[src/rtl/reram_pulse_sequencer.sv]
// reram_pulse_sequencer: Wishbone-mapped READ/SET/RESET pulse sequencer for one ReRAM crossbar cell.
// Optional verify-after-write with bounded retries is enabled by defining RERAM_VERIFY_EN.
module reram_pulse_sequencer #(
    parameter int          ROWS      = 8,
    parameter int          COLS      = 8,
    parameter int          SETUP_CYC = 2,
    parameter int          HOLD_CYC  = 2,
    parameter logic [31:0] BASE_ADR  = 32'h3000_0000,
    parameter int          MAX_RETRY = 3
) (
    input  logic            wb_clk_i,
    input  logic            wb_rst_i,
    input  logic            wbs_cyc_i,
    input  logic            wbs_stb_i,
    input  logic            wbs_we_i,
    input  logic [3:0]      wbs_sel_i,
    input  logic [31:0]     wbs_adr_i,
    input  logic [31:0]     wbs_dat_i,
    output logic            wbs_ack_o,
    output logic [31:0]     wbs_dat_o,
    output logic [ROWS-1:0] row_en,
    output logic [COLS-1:0] col_en,
    output logic            drive_set,
    output logic            drive_reset,
    output logic            sense_en,
    input  logic            sense_in,
    output logic            irq
);
    typedef enum logic [2:0] {
        IDLE, SETUP, PULSE, HOLD, DONE
`ifdef RERAM_VERIFY_EN
        , VSETUP, VSENSE
`endif
    } state_t;

    state_t      state, state_n;
    logic [15:0] cnt, reload, pw, pw_run;
    logic [7:0]  row, col, row_run, col_run, row_new, col_new;
    logic [1:0]  op, op_run, op_new;
    logic [3:0]  retries;
    logic        done, err, result, go, busy, acc, sel, vsense, vfail, bad, sample;
    logic [31:0] rdata;
    logic        unused_bits;

    assign unused_bits = ^{wbs_adr_i[1:0], wbs_dat_i[30:24]};
    assign acc = wbs_cyc_i && wbs_stb_i && wbs_adr_i[31:4] == BASE_ADR[31:4] && !wbs_ack_o;
    assign busy = state != IDLE;
    assign op_new = wbs_sel_i[0] ? wbs_dat_i[1:0] : op;
    assign row_new = wbs_sel_i[1] ? wbs_dat_i[15:8] : row;
    assign col_new = wbs_sel_i[2] ? wbs_dat_i[23:16] : col;
    assign bad = op_new == 2'd3 || int'(row_new) >= ROWS || int'(col_new) >= COLS;
    assign sample = cnt == 16'd0 && ((state == PULSE && op_run == 2'd0) || vsense);

`ifdef RERAM_VERIFY_EN
    assign vsense = state == VSENSE;
    assign vfail = vsense && cnt == 16'd0 && sense_in != (op_run == 2'd1);
`else
    assign vsense = 1'b0;
    assign vfail = 1'b0;
`endif

    // Register read mux
    always_comb begin
        rdata = '0;
        if (wbs_adr_i[3:2] == 2'd0) rdata = {8'd0, col, row, 6'd0, op};
        else if (wbs_adr_i[3:2] == 2'd1) rdata = {16'd0, pw};
        else if (wbs_adr_i[3:2] == 2'd2) rdata = {24'd0, retries, err, result, done, busy};
    end

    // Wishbone slave, configuration/status registers and start acceptance
    always_ff @(posedge wb_clk_i or posedge wb_rst_i) begin
        if (wb_rst_i) begin
            wbs_ack_o <= 1'b0;
            wbs_dat_o <= '0;
            op <= '0;
            row <= '0;
            col <= '0;
            pw <= 16'd10;
            done <= 1'b0;
            err <= 1'b0;
            result <= 1'b0;
            go <= 1'b0;
            op_run <= '0;
            row_run <= '0;
            col_run <= '0;
            pw_run <= 16'd1;
            retries <= '0;
        end else begin
            wbs_ack_o <= acc;
            wbs_dat_o <= acc && !wbs_we_i ? rdata : '0;
            go <= 1'b0;
            if (acc && wbs_we_i && wbs_adr_i[3:2] == 2'd0) begin
                op <= op_new;
                row <= row_new;
                col <= col_new;
                if (wbs_sel_i[3] && wbs_dat_i[31]) begin
                    if (busy || go || bad) err <= 1'b1;
                    else begin
                        go <= 1'b1;
                        op_run <= op_new;
                        row_run <= row_new;
                        col_run <= col_new;
                        pw_run <= pw == 16'd0 ? 16'd1 : pw;
                        retries <= '0;
                    end
                end
            end
            if (acc && wbs_we_i && wbs_adr_i[3:2] == 2'd1) begin
                if (wbs_sel_i[0]) pw[7:0] <= wbs_dat_i[7:0];
                if (wbs_sel_i[1]) pw[15:8] <= wbs_dat_i[15:8];
            end
            if (acc && wbs_we_i && wbs_adr_i[3:2] == 2'd2 && wbs_sel_i[0]) begin
                if (wbs_dat_i[1]) done <= 1'b0;
                if (wbs_dat_i[3]) err <= 1'b0;
            end
            if (state_n == DONE) done <= 1'b1;
            if (sample) result <= sense_in;
            if (vfail && int'(retries) < MAX_RETRY) retries <= retries + 4'd1;
            if (vfail && int'(retries) >= MAX_RETRY) err <= 1'b1;
        end
    end

    // State register and per-state down-counter, reloaded on every state entry
    always_ff @(posedge wb_clk_i or posedge wb_rst_i) begin
        if (wb_rst_i) begin
            state <= IDLE;
            cnt <= '0;
        end else begin
            state <= state_n;
            cnt <= state_n != state ? reload : cnt != 16'd0 ? cnt - 16'd1 : cnt;
        end
    end

    // Next-state, counter reload and crossbar drive decode
    always_comb begin
        state_n = state;
        reload = '0;
        case (state)
            IDLE:  if (go) state_n = SETUP;
            SETUP: if (cnt == 16'd0) state_n = PULSE;
            PULSE: if (cnt == 16'd0) state_n = HOLD;
`ifdef RERAM_VERIFY_EN
            HOLD:   if (cnt == 16'd0) state_n = op_run == 2'd0 ? DONE : VSETUP;
            VSETUP: if (cnt == 16'd0) state_n = VSENSE;
            VSENSE: if (cnt == 16'd0) state_n = vfail && int'(retries) < MAX_RETRY ? SETUP : DONE;
`else
            HOLD:  if (cnt == 16'd0) state_n = DONE;
`endif
            default: state_n = IDLE;
        endcase
        if (state_n == SETUP) reload = 16'(SETUP_CYC - 1);
        if (state_n == PULSE) reload = pw_run - 16'd1;
        if (state_n == HOLD) reload = 16'(HOLD_CYC - 1);
`ifdef RERAM_VERIFY_EN
        if (state_n == VSETUP) reload = 16'(SETUP_CYC - 1);
        if (state_n == VSENSE) reload = pw_run - 16'd1;
`endif
        sel = state != IDLE && state != DONE;
        row_en = sel ? {{(ROWS-1){1'b0}}, 1'b1} << row_run : '0;
        col_en = sel ? {{(COLS-1){1'b0}}, 1'b1} << col_run : '0;
        drive_set = state == PULSE && op_run == 2'd1;
        drive_reset = state == PULSE && op_run == 2'd2;
        sense_en = (state == PULSE && op_run == 2'd0) || vsense;
        irq = state == DONE;
    end
endmodule

[config.mk]
export PLATFORM = sky130hd
export DESIGN_NAME = reram_pulse_sequencer
export DESIGN_NICKNAME = d
export VERILOG_FILES = /design/src/rtl/reram_pulse_sequencer.sv
export SDC_FILE = /design/constraint.sdc
export NUM_CORES = 1
export LEC_CHECK = 0
export CORE_UTILIZATION = 25
export CTS_CLUSTER_SIZE = 24
export DETAILED_ROUTE_END_ITERATION = 8
export GPL_TIMING_DRIVEN = 0
export PLACE_DENSITY_LB_ADDON = 0.3
export SYNTH_ARGS = -nofsm -noshare
export SYNTH_HDL_FRONTEND = slang
export SYNTH_SLANG_ARGS = --single-unit
[constraint.sdc]
create_clock -name wb_clk_i -period 8.55 [get_ports wb_clk_i]
set_clock_uncertainty 0.1 [all_clocks]
set_input_delay 1.2825 -clock wb_clk_i [delete_from_list [all_inputs] [get_ports wb_clk_i]]
set_output_delay 1.2825 -clock wb_clk_i [all_outputs]
set_load 0.03 [all_outputs]
==> metrics, run 1 <==
fin crit share 48.4%; initial detailed-routing violation count just over 200; share of cells above drive strength 1 19.2%; R2R depth 8; Worst path slowest cell clkdlybuf4s50_1; Crit. End Element output port; grt total ovfl 0; final cell count without fillers 922; Post-CTS Hold Fix Bufs 0; vias per cell between 4 and 5; Synthesis Warnings 0; # resized after CTS 0; 1st-pass router iterations 8; routed len/inst 16.3 µm; DRT Wirelength around 15000 µm; Clock Latency Late Sink 0.41 ns; # fillers 2170; largest net degree at the start of global routing 84; Peak supply drop 0.000145 V; nets 705; Max clock buf depth 2; # diodes 0; initial antenna violation count 0; RSZ-0062 raised after global routing no; failing checks DRC; clock root buffer clkbuf_16; Req. time, crit path 7.17 ns; CTS sink cnt 116; Max H-tree Level 4; min-delay worst type reg2reg; Peak Freq 242 MHz; GPL Wtd Cong ~0.8; number of global-route vias before repair 4557; clock-pin slew on the worst setup and hold paths 0.06 ns; Starting Density between 20% and 30%; WHS between 0.3 and 0.4 ns; io pins 127; Pwr Density 250 nW/µm²; Yosys cell types 55; most common cell after layout, fill and taps aside dfrtp_1; reg2reg start cnt[0]; Die X around 150 µm; Critical Path Fanout Max 10; CP arrival 2.76 ns; post-synthesis cell area around 5700 µm²; RR Endpoint cnt[15]; CTS Buf Count 17; Synth Flop Type dfrtp_1; Die ar. between 20000 and 25000 µm²; vias 4249; Max Cap Violations 0; DRT antenna net count 0; DRC Markers 4; Worst Hold Endpoint col_run[3]; GRT Util Overall 13.7%; Fin Setup TNS 0 ns; Hold Crit Depth 1; Slew Viols, Final 0; asr flop ratio synth 100%; CORE AREA 22000 µm²; Synth Instances 497; FF+latch count, synth 116; startpoint types flop; final setup fails 0; Buffers on Ports roughly 110; placed wire-length estimate 11100 µm; sequential area share after synthesis approximately half; R2R Setup Slk 5.54 ns; Die Y between 150 and 200 µm; area grow syn2layout 36.5%; Worst-Margin Slew 1.37 ns; min-delay src col_run[3]; worst path cell trace clkbuf_1 > nor2_1 > or3_1 > nor3_1 > clkdlybuf4s50_1; status complete, but fails checks; Post-CTS Setup Inserts 0; most frequent cells in the layout dfrtp_1, clkdlybuf4s50_1, nor2_1; Post-synth EDFFs 0; minimum clock period between 4 and 5 ns; dpl cells 890; global-route wire length before repair 24600 µm; TritonCTS clock tree built; Avg Cell Area, Syn 11.4 µm²; slowest stage delay, CP 0.72 ns; Crit Path Class reg2out; leak pwr 3.51 nW; Slew headroom between 7 and 8%; Hold Fails Final Rpt 0; Row Count 54
## cells by family after synthesis
| group | share of synthesized area, % |
|---|---|
| xor+xnor | 3.56 |
| mux | 16.5 |
| buf+inv | 3.45 |
| flops | 51.3 |
| fa+ha+maj | 0.442 |
| compound gates | 5.30 |
| simple gates | 19.3 |
| other cells | 0.0662 |
## cell type report
type | count | area, µm² | share of cell area (%)
multi-input cells | 351 | 2590 | 33.5
clock buffers | 18 | 429 | 5.55
flip-flops and latches | 116 | 2910 | 37.6
well taps | 280 | 350 | 4.53
plain buffers | 26 | 154 | 1.99
inverters | 11 | 46.3 | 0.599
repair buffers | 106 | 1080 | 14.0
clock inverters | 14 | 176 | 2.28
## power breakdown
part	leakage (nW)	switching (mW)	total, mW	internal (mW)
clock network	0.280	0.272	0.733	0.461
logic	1.63	0.335	0.601	0.266
registers	1.61	0.0162	0.601	0.585
## Yosys cell counts, drive strengths merged (12+ instances only)
| master | count | area [µm²] |
|---|---|---|
| mux2i | 12 | 120 |
| nor3 | 19 | 100 |
| o21ai | 13 | 65.1 |
| nor4 | 20 | 146 |
| nand2 | 20 | 75.1 |
| and2 | 20 | 125 |
| xnor2 | 19 | 166 |
| buf | 16 | 116 |
| nor2 | 51 | 191 |
| dfrtp | 113 | 2830 |
| mux2 | 66 | 815 |
## per-stage QoR
step / total power [mW] / instance area (µm²) / setup WS (ns) / utilization (%)
6_report: 1.93 / 7730 / 4.41 / 35.1
5_1_grt: 2.05 / 7730 / 4.25 / 35.1
4_1_cts: 1.95 / 7730 / 4.37 / 35.1
3_5_place_dp: 1.21 / 7120 / 4.54 / 32.3
3_3_place_gp: 1.20 / 7090 / 2.44 / 32.2
2_1_floorplan: 1.06 / 5690 / 4.10 / -
## worst max-delay path by stage
stage                  start  slack (ns)  cells past startpoint            to
6_report            state[1]        4.41                      5     row_en[1]
5_1_grt             state[1]        4.25                      5     row_en[1]
4_1_cts             state[1]        4.37                      5     row_en[1]
3_5_place_dp   wbs_adr_i[12]        4.54                      6         pw[9]
3_3_place_gp        wb_rst_i        2.44                      2  wbs_dat_o[4]
2_1_floorplan       wb_rst_i        4.10                      1        cnt[0]
## registers in the layout, summed over array words and instances, names as in the netlist
register and cells:
done 1, go 1, op 2, op_run 2, wbs_dat_o 24, row_run 8, state 3, pw_run 16
pw 16, cnt 16, col_run 8, result 1, col 8, wbs_ack_o 1, row 8, err 1
## metal layers
layer  part of all wire, %  track usage [%]  wire length [µm]
met5                     0                0                 0
met3                   5.0             3.75               759
met1                    45             16.8              6720
met4                   1.5             4.38               221
met2                    49             23.1              7340
## critical path: cells and delay by family, from the launching register on
kind | cells | cell delay (ns)
flip-flops | 1 | 0.35
AND/OR/NAND/NOR | 3 | 0.93
buffers and inverters | 2 | 1.07
Power figures use the tool's default switching activity.
==> inputs of run 2 (changes only) <==
clock period = 3.9 ns   (was 8.55 ns; I/O delays follow)
==> results of run 2 <==
Same layout as run 1 (identical final DEF). Status: complete, but fails checks: DRC.
Among the figures that moved: setup slack after placement 4.54 ns -> 0.591 ns; setup slack after layout 4.41 ns -> 0.457 ns; register-to-register setup slack 5.54 ns -> 0.89 ns; total power 1.93 mW -> 4.24 mW; worst IR drop on VDD 0.000145 V -> 0.000318 V
==> patch 1 (flow settings as in run 2) <==
Build with the macro `RERAM_VERIFY_EN` defined.
--- a/src/rtl/reram_pulse_sequencer.sv
+++ b/src/rtl/reram_pulse_sequencer.sv
@@ -2,2 +2,4 @@
 // Optional verify-after-write with bounded retries is enabled by defining RERAM_VERIFY_EN.
+`define RERAM_VERIFY_EN
+
 module reram_pulse_sequencer #(
Function: same outputs for any inputs over 4 cycles, from zero or initial values and one cycle with wb_rst_i high; that may be too few to reach the edited logic, so the function may still have changed.
==> patch 1 against run 2 <==
Sequential cell count up 4. Critical path depth down 1. Register-to-register slack better by 0.13 ns. Synthesized area up 5.7%. Wire length up 7.9%. Final area up 4.8%. Setup slack better by 0.19 ns.
Power is not compared: it rests on default switching activity, and its combinational part moved more than twofold at a synthesized area within 25%.
==> patch 1: results (changes against run 2) <==
Worst hold path
  – Hold Path End: row_run[7]$_DFFE_PP0P_ (was col_run[3]$_DFFE_PP0P_)
  – Hold path startpoint: row_run[7]$_DFFE_PP0P_ (was col_run[3]$_DFFE_PP0P_)

Place
  – Placed Instances: 983 (was 890)
  – Pre-CTS WS: 0.632 ns (was 0.591 ns)
  – GPL Wtd Cong: 0.790 (was 0.798)
  – Placed cell areas: 7500 um^2 (was 7120 um^2)
  – Dpl hpwl: 12100 um (was 11100 um)
  – Buffers on Ports: 106 (was 105)

Layout
  – Share of layout cells above drive strength 1: 0.155 (was 0.192)
  – # fillers: 2419 (was 2170)
  – # nets final: 760 (was 705)

Setup path
  – Critical Path Sink: row_en[0] (was row_en[1])
  – CP Data Arrival Time: 2.56 ns (was 2.76 ns)
  – Reg2Reg Setup Slack: 1.02 ns (was 0.89 ns)
  – Reg-to-reg endpoint: cnt[0]$_DFFE_PP0P_ (was cnt[15]$_DFFE_PP0P_)
  – Worst-path maximum fanout: 2 (was 10)
  – CP Launch Point: row_run[4]$_DFFE_PP0P_ (was state[1]$_DFF_PP0_)

Yosys
  – Seq/Total Area, Yosys: 0.502 (was 0.513)
  – Top post-synthesis cells by area: dfrtp_1, mux2_2, mux2i_1 (was dfrtp_1, mux2_2, mux2_4)
  – Syn Area/Cell: 10.9 um^2 (was 11.4 um^2)
  – Commonest cells in the netlist: dfrtp_1, mux2_2, nor2_1, nand2_1, o21ai_0 (was dfrtp_1, nor2_1, mux2_2, and2_1, nand2_1)
  – Post-synth cell types: 65 (was 55)

Global routing
  – Largest net degree at the start of global routing: 81 (was 84)
  – Total GRT Usage: 0.142 (was 0.137)
  – First-pass GRT wire length: 26500 um (was 24600 um)
  – Number of global-route vias before repair: 4799 (was 4557)

Run status
  – Status: completed (was finished with violations)

CTS
  – Post-CTS resize count: 0 (unchanged)

Routing
  – Vias: 4666 (was 4249)
  – WL/cell: 16.0 um (was 16.3 um)
  – DR pass1 iterations: 4 (was 8)
  – DRT iter0 DRCs: 220 (was 202)

Timing
  – Slew @ Worst Pin: 0.850 ns (was 1.37 ns)
[patch 1: changes by cell type after synthesis, sizes merged, moves of 6 or more]
cell and delta:
clkbuf +7, nor2 -11, nand2 +15, nor3 +8, o21ai +27, mux2i +10
or3 +6, mux2 -14
[patch 1: power groups by stage]
stage	Clock, uW	Sequential, uW	Combinational (uW)
final	1590	1250	155
after global routing	1680	1250	171
after CTS	1620	1250	159
after detailed placement	0	1270	158
after global placement	0	1270	153
after floorplan	0	1270	63.7
[patch 1: per-layer routing]
layer / wire (um) / global-route usage / vias to the layer above
li1: - / - / 2255
met1: 7340 / 0.182 / 2273
met2: 7880 / 0.228 / 116
met3: 746 / 0.0371 / 22
met4: 261 / 0.0500 / 0
met5: 0 / 0 / -
[patch 1: layout make-up]
cell class              instances  area (um^2)  share of cell area
flip-flops and latches        120         3010               0.371
multi-input cells             398         2810               0.346
repair buffers                107         1090               0.134
clock buffers                  21          450              0.0556
well taps                     319          399              0.0493
plain buffers                  32          171              0.0212
clock inverters                11          148              0.0182
inverters                       7         31.3             0.00386
[patch 1: cells by family after synthesis]
logic type,count (synthesis),share of synthesized area
xor gates and xnor gates,24,0.0351
AOI/OAI and AO/OA,77,0.0797
adders and majority gates,3,0.00627
muxes,74,0.140
and+or+nand+nor,212,0.203
DFF,120,0.502
other,1,0.000627
buffers and inverters,39,0.0330
[patch 1: worst max-delay path: cells and delay by family (launching register included)]
family                 cells  cell delay, ns
AND/OR/NAND/NOR            3            1.06
buffers and inverters      1            0.72
flip-flops                 1            0.37
[patch 1: stage by stage]
stage / power [uW] / util / hold slack (ns)
floorplan: 1330 / - / 0.344
global placement: 1420 / 0.318 / 0.363
detailed placement: 1430 / 0.320 / 0.367
CTS: 3030 / 0.345 / 0.381
global route: 3100 / 0.345 / 0.390
finish: 3000 / 0.345 / 0.377
==> patch 2 (config.mk and constraints of run 2) <==
Made on the original files. Take the reset off `wbs_dat_o` and load it in a clocked block of its own.
--- a/src/rtl/reram_pulse_sequencer.sv
+++ b/src/rtl/reram_pulse_sequencer.sv
@@ -73,3 +73,2 @@
             wbs_ack_o <= 1'b0;
-            wbs_dat_o <= '0;
             op <= '0;
@@ -89,3 +88,2 @@
             wbs_ack_o <= acc;
-            wbs_dat_o <= acc && !wbs_we_i ? rdata : '0;
             go <= 1'b0;
@@ -120,2 +118,6 @@
         end
+    end
+
+    always_ff @(posedge wb_clk_i) begin
+        wbs_dat_o <= acc && !wbs_we_i ? rdata : '0;
     end
Check against the original RTL: not equivalent (Yosys sat finds a counterexample within 4 cycles, from zero or initial values and one cycle with wb_rst_i high).
==> patch 2 against run 2 <==
Synthesized area down 1.7%. Worst hold slack lost 0.0080 ns. Register-to-register slack gained 0.21 ns. Final area fell by 1.9%. Power increased by 28%. Setup slack improved by 0.11 ns. Sequential share of layout area decreased by 0.87 points. Wire length fell by 6.5%. Sequential cell count did not move. Critical path depth unchanged.
==> patch 2: results (changes against run 2) <==
Global routing
  – Largest net degree at the start of global routing: 74 (was 84)
  – Number of global-route vias before repair: 4293 (was 4557)
  – Initial antenna violation count: 0 (unchanged)
  – Total GRT Usage: 0.130 (was 0.137)
  – First-pass GRT wire length: 22400 um (was 24600 um)

Layout
  – Multi-Input Combinational: 342 (was 351)
  – Clk cell area share: 0.0754 (was 0.0784)
  – # nets final: 692 (was 705)
  – # fillers: 2131 (was 2170)
  – Fin area: 7580 um^2 (was 7730 um^2)
  – Signal inverters: 7 (was 11)
  – Clock buffers: 20 (was 18)
  – Final Non-Filler Cells: 909 (was 922)
  – Share of layout cells above drive strength 1: 0.213 (was 0.192)
  – Multi-input logic portion of the cell area: 0.343 (was 0.335)
  – Storage element area: 2790 um^2 (was 2910 um^2)
  – Non-clk buf share: 0.164 (was 0.159)

Yosys
  – Synth Area in Compound Gates: 0.0681 (was 0.0530)
  – Mux share of post-synthesis cell area: 0.139 (was 0.165)
  – Synth async-reset ratio: 0.793 (was 1.00)
  – Seq/Total Area, Yosys: 0.501 (was 0.513)
  – Top post-synthesis cells by area: dfrtp_1, mux2_2, dfxtp_1 (was dfrtp_1, mux2_2, mux2_4)
  – Xor/xnor share of the synthesized area: 0.0394 (was 0.0356)
  – Post-synth cell types: 60 (was 55)
  – Commonest cells in the netlist: dfrtp_1, mux2_2, and2_1, nor2_1, dfxtp_1 (was dfrtp_1, nor2_1, mux2_2, and2_1, nand2_1)

Setup path
  – Critical Path Sink: col_en[0] (was row_en[1])
  – R2R depth: 7 (was 8)
  – Reg-to-reg endpoint: result$_DFFE_PP0P_ (was cnt[15]$_DFFE_PP0P_)
  – CP Data Arrival Time: 2.65 ns (was 2.76 ns)
  – Reg2Reg Setup Slack: 1.10 ns (was 0.89 ns)
  – CP peak stage delay: 0.74 ns (was 0.72 ns)

Place
  – Placed Instances: 877 (was 890)
  – Buffers on Ports: 104 (was 105)
  – GPL Wtd Cong: 0.800 (was 0.798)
  – Placed cell areas: 7010 um^2 (was 7120 um^2)
  – Dpl hpwl: 10600 um (was 11100 um)
  – Pre-CTS WS: 0.685 ns (was 0.591 ns)

Routing
  – DRT iter0 DRCs: 214 (was 202)
  – DR pass1 iterations: 5 (was 8)
  – WL/cell: 15.5 um (was 16.3 um)
  – Vias/cell: 4.67 (was 4.61)

Worst hold path
  – Worst min-delay path category: in -> async (was reg -> reg)

Floorplan
  – Die X: 151 um (was 152 um)

Timing
  – Slew margin rel.: 0.244 (was 0.0777)
  – Period utilization: 0.856 (was 0.883)

CTS
  – CTS root buf: clkbuf_16 (unchanged)

Power
  – Maximum VDD drop: 0.000453 V (was 0.000318 V)
  – Leakage power: 0.00334 uW (was 0.00351 uW)

Run status
  – Status: completed (was finished with violations)
-- patch 2: logic make-up (layout without fill, tap and decap cells) --
family,after synthesis,in the layout
AOI/OAI and AO/OA,53,53
and+or+nand+nor,185,185
DFF,116,116
buffers and inverters,34,171
xor gates and xnor gates,25,25
muxes,69,69
other,1,8
adders and majority gates,2,2
-- patch 2: stage by stage --
stage / TNS, ns / hold slack [ns]
2_1_floorplan: 0 / 0.350
3_3_place_gp: -55.86 / 0.361
3_5_place_dp: 0 / 0.370
4_1_cts: 0 / 0.373
5_1_grt: 0 / 0.396
6_report: 0 / 0.375
-- patch 2: report_power, final --
group	internal [uW]	leakage [uW]	switching, uW
registers	1360	0.00146	67.6
logic	1110	0.00161	1410
clock network	922	0.000270	556
-- patch 2: routing by layer --
layer  vias up  track usage  wire, um
met1      2065        0.159      6110
met4         0       0.0535       267
met3        22       0.0298       672
met5         -            0         0
li1       2023            -         -
met2       137        0.218      7020
